$ cat config.mk
export PLATFORM = sky130hd
export DESIGN_NAME = multicycle_control
export DESIGN_NICKNAME = d
export VERILOG_FILES = /design/src/rtl/mips_ctrl_pkg.sv /design/src/rtl/retire_counter.sv /design/src/rtl/multicycle_control.sv
export SDC_FILE = /design/constraint.sdc
export NUM_CORES = 1
export LEC_CHECK = 0
export BUFFER_PORTS_ARGS = -buffer_cell sky130_fd_sc_hd__buf_2
export CAP_MARGIN = 20
export CELL_PAD_IN_SITES_DETAIL_PLACEMENT = 0
export CELL_PAD_IN_SITES_GLOBAL_PLACEMENT = 1
export CORE_UTILIZATION = 45
export DETAILED_ROUTE_END_ITERATION = 10
export MAX_ROUTING_LAYER = met4
export PLACE_DENSITY_LB_ADDON = 0.08
export SETUP_SLACK_MARGIN = 0.15
export SLEW_MARGIN = 40
export SYNTH_ARGS = -nofsm -noshare
export SYNTH_HDL_FRONTEND = slang
export SYNTH_SLANG_ARGS = --single-unit
export TNS_END_PERCENT = 10
$ cat constraint.sdc
create_clock -name clk -period 4.6 [get_ports clk]
set_input_delay 0.92 -clock clk [delete_from_list [all_inputs] [get_ports clk]]
set_output_delay 0.92 -clock clk [all_outputs]
set_load 0.01 [all_outputs]
$ cat src/rtl/mips_ctrl_pkg.sv
// Shared encodings for the multi-cycle MIPS control unit: opcodes, FSM
// states, datapath mux selects and the bundle of registered control strobes.
package mips_ctrl_pkg;

    // Opcode field values (IR[31:26]) understood by the sequencer
    localparam logic [5:0] OP_RTYPE = 6'h00;
    localparam logic [5:0] OP_J     = 6'h02;
    localparam logic [5:0] OP_JAL   = 6'h03;
    localparam logic [5:0] OP_BEQ   = 6'h04;
    localparam logic [5:0] OP_BNE   = 6'h05;
    localparam logic [5:0] OP_ADDI  = 6'h08;
    localparam logic [5:0] OP_ANDI  = 6'h0C;
    localparam logic [5:0] OP_ORI   = 6'h0D;
    localparam logic [5:0] OP_LUI   = 6'h0F;
    localparam logic [5:0] OP_LW    = 6'h23;
    localparam logic [5:0] OP_SW    = 6'h2B;

    // ALU operand-B selects
    localparam logic [1:0] SRCB_REG    = 2'b00;
    localparam logic [1:0] SRCB_FOUR   = 2'b01;
    localparam logic [1:0] SRCB_IMM    = 2'b10;
    localparam logic [1:0] SRCB_BRANCH = 2'b11;

    typedef enum logic [3:0] {
        S_FETCH    = 4'd0,
        S_DECODE   = 4'd1,
        S_MEM_ADDR = 4'd2,
        S_MEM_RD   = 4'd3,
        S_MEM_WB   = 4'd4,
        S_MEM_WR   = 4'd5,
        S_R_EXEC   = 4'd6,
        S_R_WB     = 4'd7,
        S_BRANCH   = 4'd8,
        S_I_EXEC   = 4'd9,
        S_I_WB     = 4'd10,
        S_JUMP     = 4'd11,
        S_TRAP     = 4'd15
    } state_e;

    typedef enum logic [2:0] {
        ALU_SUB   = 3'b000,
        ALU_AND   = 3'b001,
        ALU_ADD   = 3'b011,
        ALU_LUI   = 3'b100,
        ALU_OR    = 3'b101,
        ALU_ADDI  = 3'b110,
        ALU_FUNCT = 3'b111
    } alu_op_e;

    typedef enum logic [1:0] {
        PC_ALU    = 2'b00,
        PC_ALUOUT = 2'b01,
        PC_JUMP   = 2'b10
    } pc_src_e;

    typedef enum logic [1:0] {
        RD_RT = 2'b00,
        RD_RD = 2'b01,
        RD_RA = 2'b10
    } reg_dst_e;

    typedef enum logic [1:0] {
        WD_ALUOUT = 2'b00,
        WD_MDR    = 2'b01,
        WD_PC     = 2'b10
    } mem_to_reg_e;

    // Registered (Moore) control strobes; the FETCH handshake terms are
    // added combinationally in the top level.
    typedef struct packed {
        logic        pc_write;
        logic        branch_eq;
        logic        branch_ne;
        logic        iord;
        logic        mem_read;
        logic        mem_write;
        reg_dst_e    reg_dst;
        mem_to_reg_e mem_to_reg;
        logic        reg_write;
        logic        alu_src_a;
        logic [1:0]  alu_src_b;
        logic        zero_ext;
        alu_op_e     alu_op;
        pc_src_e     pc_source;
        logic        trap;
    } ctrl_t;

    // Control word a state presents to the datapath, given the latched opcode
    function automatic ctrl_t ctrl_for(input state_e s, input logic [5:0] op);
        ctrl_t c;
        c            = '0;
        c.reg_dst    = RD_RT;
        c.mem_to_reg = WD_ALUOUT;
        c.alu_op     = ALU_SUB;
        c.pc_source  = PC_ALU;
        case (s)
            S_FETCH: begin
                c.mem_read  = 1'b1;
                c.alu_src_b = SRCB_FOUR;
                c.alu_op    = ALU_ADD;
            end
            S_DECODE: begin
                c.alu_src_b = SRCB_BRANCH;
                c.alu_op    = ALU_ADD;
            end
            S_MEM_ADDR: begin
                c.alu_src_a = 1'b1;
                c.alu_src_b = SRCB_IMM;
                c.alu_op    = ALU_ADD;
            end
            S_MEM_RD: begin
                c.iord     = 1'b1;
                c.mem_read = 1'b1;
            end
            S_MEM_WB: begin
                c.mem_to_reg = WD_MDR;
                c.reg_write  = 1'b1;
            end
            S_MEM_WR: begin
                c.iord      = 1'b1;
                c.mem_write = 1'b1;
            end
            S_R_EXEC: begin
                c.alu_src_a = 1'b1;
                c.alu_src_b = SRCB_REG;
                c.alu_op    = ALU_FUNCT;
            end
            S_R_WB: begin
                c.reg_dst   = RD_RD;
                c.reg_write = 1'b1;
            end
            S_BRANCH: begin
                c.alu_src_a = 1'b1;
                c.alu_src_b = SRCB_REG;
                c.alu_op    = ALU_SUB;
                c.pc_source = PC_ALUOUT;
                c.branch_eq = (op == OP_BEQ);
                c.branch_ne = (op == OP_BNE);
            end
            S_I_EXEC: begin
                c.alu_src_a = 1'b1;
                c.alu_src_b = SRCB_IMM;
                case (op)
                    OP_ADDI: c.alu_op = ALU_ADDI;
                    OP_ORI: begin
                        c.alu_op   = ALU_OR;
                        c.zero_ext = 1'b1;
                    end
                    OP_ANDI: begin
                        c.alu_op   = ALU_AND;
                        c.zero_ext = 1'b1;
                    end
                    OP_LUI:  c.alu_op = ALU_LUI;
                    default: c.alu_op = ALU_SUB;
                endcase
            end
            S_I_WB: begin
                c.reg_write = 1'b1;
            end
            S_JUMP: begin
                c.pc_source = PC_JUMP;
                c.pc_write  = 1'b1;
                if (op == OP_JAL) begin
                    c.reg_write  = 1'b1;
                    c.reg_dst    = RD_RA;
                    c.mem_to_reg = WD_PC;
                end
            end
            default: begin
                c.trap = 1'b1;
            end
        endcase
        return c;
    endfunction

endpackage

$ cat src/rtl/retire_counter.sv
// Retired-instruction counter: increments when enabled, wraps modulo 2^WIDTH,
// cleared asynchronously.
module retire_counter #(
    parameter int unsigned WIDTH = 32
) (
    input  logic             clk,
    input  logic             rst_n,
    input  logic             en_i,
    output logic [WIDTH-1:0] count_o
);

    logic [WIDTH-1:0] count_q;
    logic [WIDTH-1:0] count_d;

    // Next count: natural overflow gives the wrap
    assign count_d = count_q + {{(WIDTH-1){1'b0}}, 1'b1};

    // Count register
    always_ff @(posedge clk or negedge rst_n) begin
        // NOTE: state registers use non-blocking assignments so every flop samples pre-edge values.
        if (!rst_n) begin
            count_q <= '0;
        end else if (en_i) begin
            count_q <= count_d;
        end
    end

    assign count_o = count_q;

endmodule

$ cat src/rtl/multicycle_control.sv
// Moore sequencing FSM for a multi-cycle MIPS datapath with a shared
// instruction/data memory. Control strobes are registered alongside the state;
// only the FETCH handshake (IRWrite, PCWrite) follows MemReady directly.
module multicycle_control
    import mips_ctrl_pkg::*;
#(
    parameter int unsigned CNT_WIDTH     = 32,
    parameter bit          MEM_HANDSHAKE = 1'b1
) (
    input  logic                 clk,
    input  logic                 reset,
    input  logic [5:0]           OP,
    input  logic                 MemReady,
    output logic                 PCWrite,
    output logic                 BranchEQ,
    output logic                 BranchNE,
    output logic                 IorD,
    output logic                 MemRead,
    output logic                 MemWrite,
    output logic                 IRWrite,
    output logic [1:0]           RegDst,
    output logic [1:0]           MemtoReg,
    output logic                 RegWrite,
    output logic                 ALUSrcA,
    output logic [1:0]           ALUSrcB,
    output logic                 ZeroExt,
    output logic [2:0]           ALUOp,
    output logic [1:0]           PCSource,
    output logic                 Trap,
    output logic [3:0]           State,
    output logic [CNT_WIDTH-1:0] Retired
);

    state_e      state_q;
    state_e      state_d;
    logic [5:0]  opcode_q;
    logic [5:0]  opcode_d;
    ctrl_t       ctrl_q;
    ctrl_t       ctrl_d;
    logic        mem_ready;
    logic        fetch_strobe;
    logic        retire_en;

    assign mem_ready = MEM_HANDSHAKE ? MemReady : 1'b1;

    // Next-state and opcode-latch logic
    always_comb begin
        // NOTE: defaults first so every path assigns every output and no latch is inferred.
        state_d  = state_q;
        opcode_d = opcode_q;
        case (state_q)
            S_FETCH: begin
                if (mem_ready) state_d = S_DECODE;
            end
            S_DECODE: begin
                opcode_d = OP;
                case (OP)
                    OP_RTYPE:                        state_d = S_R_EXEC;
                    OP_LW, OP_SW:                    state_d = S_MEM_ADDR;
                    OP_ADDI, OP_ORI, OP_ANDI, OP_LUI: state_d = S_I_EXEC;
                    OP_BEQ, OP_BNE:                  state_d = S_BRANCH;
                    OP_J, OP_JAL:                    state_d = S_JUMP;
                    default:                         state_d = S_TRAP;
                endcase
            end
            S_MEM_ADDR: begin
                if (opcode_q == OP_LW)      state_d = S_MEM_RD;
                else if (opcode_q == OP_SW) state_d = S_MEM_WR;
                else                        state_d = S_TRAP;
            end
            S_MEM_RD: begin
                if (mem_ready) state_d = S_MEM_WB;
            end
            S_MEM_WR: begin
                if (mem_ready) state_d = S_FETCH;
            end
            S_MEM_WB: state_d = S_FETCH;
            S_R_EXEC: state_d = S_R_WB;
            S_R_WB:   state_d = S_FETCH;
            S_BRANCH: state_d = S_FETCH;
            S_I_EXEC: state_d = S_I_WB;
            S_I_WB:   state_d = S_FETCH;
            S_JUMP:   state_d = S_FETCH;
            // TRAP is absorbing; unused encodings also land here
            default:  state_d = S_TRAP;
        endcase
    end

    // Control word for the state being entered, so outputs come straight from flops
    assign ctrl_d = ctrl_for(state_d, opcode_d);

    // State, latched opcode and registered control strobes
    always_ff @(posedge clk or negedge reset) begin
        if (!reset) begin
            state_q  <= S_FETCH;
            opcode_q <= '0;
            ctrl_q   <= ctrl_for(S_FETCH, 6'h00);
        end else begin
            state_q  <= state_d;
            opcode_q <= opcode_d;
            ctrl_q   <= ctrl_d;
        end
    end

    // Instruction retires on every entry into FETCH from another state
    assign retire_en = (state_d == S_FETCH) && (state_q != S_FETCH);

    retire_counter #(
        .WIDTH (CNT_WIDTH)
    ) u_retire_counter (
        .clk     (clk),
        .rst_n   (reset),
        .en_i    (retire_en),
        .count_o (Retired)
    );

    // FETCH handshake: IR and PC load in the cycle memory delivers the word
    assign fetch_strobe = (state_q == S_FETCH) && mem_ready;

    assign PCWrite  = ctrl_q.pc_write | fetch_strobe;
    assign IRWrite  = fetch_strobe;
    assign BranchEQ = ctrl_q.branch_eq;
    assign BranchNE = ctrl_q.branch_ne;
    assign IorD     = ctrl_q.iord;
    assign MemRead  = ctrl_q.mem_read;
    assign MemWrite = ctrl_q.mem_write;
    assign RegDst   = ctrl_q.reg_dst;
    assign MemtoReg = ctrl_q.mem_to_reg;
    assign RegWrite = ctrl_q.reg_write;
    assign ALUSrcA  = ctrl_q.alu_src_a;
    assign ALUSrcB  = ctrl_q.alu_src_b;
    assign ZeroExt  = ctrl_q.zero_ext;
    assign ALUOp    = ctrl_q.alu_op;
    assign PCSource = ctrl_q.pc_source;
    assign Trap     = ctrl_q.trap;
    assign State    = state_q;

endmodule

==> metrics.md <==
| Metric | Value |
|---|---|
| Status | finished clean |
| DR WL/cell | 15.3 um |
| CTS tree | yes |
| Net Sw Frac | 22.9% |
| CP arrival | 3.42 ns |
| First-pass GRT wire length | 11.9 mm |
| Global-route usage over all layers | 21.5% |
| I/O Pins | 67 |
| Routed wl met3 | 344 um |
| CP delay by family, top | simple AND/OR/NAND/NOR gates |
| Clock sinks | 62 |
| H-tree lvl count | 3 |
| Die Width | 85.8 um |
| Maximum VDD drop | 0.155 mV |
| Mapped Area | 3160 um2 |
| Critical-path cell list | buf_2, or4_4, a2111oi_4, o311a_4, inv_4, or4_4, nor4_1, xor2_1 |
| Largest net degree at the start of global routing | 38 |
| DR vias/cell | 5.44 |
| Final nets | 382 |
| RSZ-0062 raised after global routing | no |
| CP Data Required Time | 4.86 ns |
| Worst Setup Start Kind | input port |
| Die area | 7370 um2 |
| CP dominant cell by count | or4_4 |
| # rows | 30 |
| Buf/Inv on CP | 2 |
| Hold Crit Class | flop to flop |
| Tightest Pin Transition | 0.757 ns |
| Area grow syn2layout | 18.7% |
| Initial antenna violation count | 0 |
| Setup Fix Bufs, Post-CTS | 0 |
| Seq pwr share | 55.4% |
| Via count of the first global-routing pass | 2313 |
| Leak | 1.81 nW |
| Final period util | 68.6% |
| Total gr overflow | 0 |
| Pre-antenna DRT Iters | 4 |
| Min cycle time layout | 3.16 ns |
| Final slew viol count | 0 |
| Final setup viols | 0 |
| Slowest-stage cell, CP | or4_4 |
| Setup crit end kind | flop |
| Met1 wire length | 3.67 mm |
| Initial core utilization | 46.6% |
| Residual DRC count | 0 |
| Ant. Diodes | 0 |
| CTS root buffer | clkbuf_8 |
| Met2 Wirelength | 3.16 mm |
| Ratio of cells with drive above 1 in the final layout | 28.6% |
| Ys flop type | dfrtp_1 |
| Pwr/cell area | 263 nW/um2 |
| Cts bufs inserted | 9 |
| Routed vias | 2572 |
| Comb power frac | 3.0% |
| Post-Syn Instances | 304 |
| Placeable Area | 6790 um2 |
| Worst-path fanout max | 12 |
| Max layer used | met4 |
| Fillers | 643 |
| CTS Hold Bufs | 0 |
| Remaining antenna violation count | 0 |
| Clock power share | 41.5% |
| Fin Setup TNS | 0 ns |
| Final Util | 55.3% |
| Max-cap violations | 0 |
| Number of library cell types mapped by synthesis | 57 |
| Dpl hpwl | 5.09 mm |
| Max clock buf depth | 2 |
| Cell Int Power | 0.762 mW |
| Detailed Route Iter0 Violations | 134 |
| Post-synth ARST share | 100% |
| Max_slew headroom | 48.8% |
| Avg Cell Area, Syn | 10.4 um2 |
| Worst Skew | 0.00545 ns |
| PostCTS Resize Cnt | 0 |
| Sw Pwr | 0.226 mW |
| Syn Nets | 314 |
| Clk Latency, worst-skew pair | 0.34 ns |
| Final wirelength | 7.22 mm |
| CP Class | input port to flop |
| Synth Warn # | 0 |
| Die H | 85.8 um |
| Crit path largest cell delay | 0.59 ns |
| Buffers on Ports | 66 |
| Post-synth EDFFs | 0 |
| Synth Register Bits | 62 |
| Achievable Freq | 317 MHz |
| Final hold vios | 0 |
| Clock transition at the registers of the reported paths | 0.07 ns |
| Gpl congestion | 0.801 |
| Register area share after synthesis | 49.2% |
## path summary, 6_finish.rpt
kind | start | to | slack [ns] | depth (start not counted)
setup reg to reg | State[3] | RegWrite | 1.59 | 5
setup / recovery | OP[1] | u_retire_counter.count_o[29] | 1.44 | 8
max in group asynchronous | reset | MemRead | 3.30 | 2
min in group asynchronous | reset | u_retire_counter.count_o[31] | 0.53 | 1
hold reg to reg | u_retire_counter.count_o[31] | u_retire_counter.count_o[31] | 0.48 | 1
hold / removal | u_retire_counter.count_o[31] | u_retire_counter.count_o[31] | 0.48 | 1
## cell type report
type	count	area, um2	area share (%)
clock buffer	12	145	3.86
multi-input combinational	220	1510	40.2
tap	96	120	3.20
timing repair buffer	71	370	9.86
sequential	62	1560	41.4
clock inverter	4	22.5	0.600
inverter	8	32.5	0.866
## placed cells by master (no fill, tap or decap), types with 3 or more instances in the layout
cell      netlist  final
and2_1          9      9
and4_1         10     10
buf_4           3      6
dfrtp_1        58     58
nand3_1        17     17
or4b_2          3      3
a31oi_1         3      3
nor4_2          3      4
nor2b_1         4      4
nand4_1        20     20
clkinv_2        0      3
inv_1           7      7
nor2_1         16     16
dfstp_2         4      4
xor2_1         12     12
o21ai_0         8      8
clkbuf_8        0     10
buf_2           4     65
and3_1          8      8
xnor2_1        19     19
nand2_1        26     26
or4bb_1         3      3
nor3b_1         4      4
nor3_1         13     12
## metrics by stage
step           cells  area [um2]  hold WS [ns]  total power, mW  setup WS [ns]
2_1_floorplan    304        3160         0.462            0.566           1.37
3_3_place_gp     457        3580         0.463            0.588           1.10
3_5_place_dp     457        3580         0.469            0.588           1.07
4_1_cts          473        3750         0.478            0.999           1.43
5_1_grt          473        3760         0.493             1.03           1.34
6_report         473        3760         0.476            0.988           1.44
## cells by family (layout without fill, tap and decap cells)
| logic type | after synthesis | after routing | share of synthesized area, % |
|---|---|---|---|
| and+or+nand+nor | 156 | 156 | 29.8 |
| DFF | 62 | 62 | 49.2 |
| xor gates and xnor gates | 31 | 31 | 8.58 |
| AOI/OAI and AO/OA | 28 | 28 | 7.16 |
| buffers and inverters | 22 | 95 | 3.44 |
| muxes | 4 | 4 | 1.38 |
| adders and majority gates | 1 | 1 | 0.396 |
## synth_stat cells (all sizes together) (2+ instances only)
| master | count | share of area [%] |
|---|---|---|
| a21oi | 2 | 0.32 |
| a31oi | 3 | 0.59 |
| and2 | 9 | 1.8 |
| and3 | 8 | 1.6 |
| and3b | 2 | 0.55 |
| and4 | 10 | 2.8 |
| buf | 8 | 1.7 |
| clkbuf | 6 | 0.71 |
| dfrtp | 58 | 46 |
| dfstp | 4 | 3.3 |
| inv | 8 | 1.0 |
| mux2 | 3 | 1.1 |
| nand2 | 27 | 3.3 |
| nand3 | 17 | 2.7 |
| nand3b | 2 | 0.47 |
| nand4 | 20 | 4.0 |
| nor2 | 16 | 1.9 |
| nor2b | 4 | 0.79 |
| nor3 | 14 | 2.4 |
| nor3b | 4 | 0.95 |
| nor4 | 6 | 1.8 |
| nor4b | 2 | 0.55 |
| o21ai | 8 | 1.3 |
| o32ai | 2 | 0.55 |
| or3b | 2 | 0.55 |
| or4 | 3 | 0.95 |
| or4b | 3 | 0.95 |
| or4bb | 3 | 1.1 |
| xnor2 | 19 | 5.3 |
| xor2 | 12 | 3.3 |
## sequential cells by signal, summed over array words and instances (netlist names), 2 cells and up
name and cells:
ALUSrcB 2, u_retire_counter.count_o 32, State 4, PCSource 2, ALUOp 3, MemtoReg 2, opcode_q 6, RegDst 2
## metal layers
| layer | vias to the layer above | GRT usage [%] |
|---|---|---|
| met5 | - | - |
| met4 | 0 | 4.55 |
| met3 | 4 | 6.45 |
| met2 | 78 | 29.0 |
| met1 | 1245 | 31.7 |
| li1 | 1245 | - |
## power by group through the flow
stage | combinational, mW | clock [mW] | sequential [mW]
after floorplan | 0.00841 | 0 | 0.557
after global placement | 0.0304 | 0 | 0.557
after detailed placement | 0.0305 | 0 | 0.557
after CTS | 0.0306 | 0.421 | 0.547
after global routing | 0.0344 | 0.445 | 0.547
final | 0.0300 | 0.410 | 0.548
No activity file was read; power rests on OpenSTA's default activity.
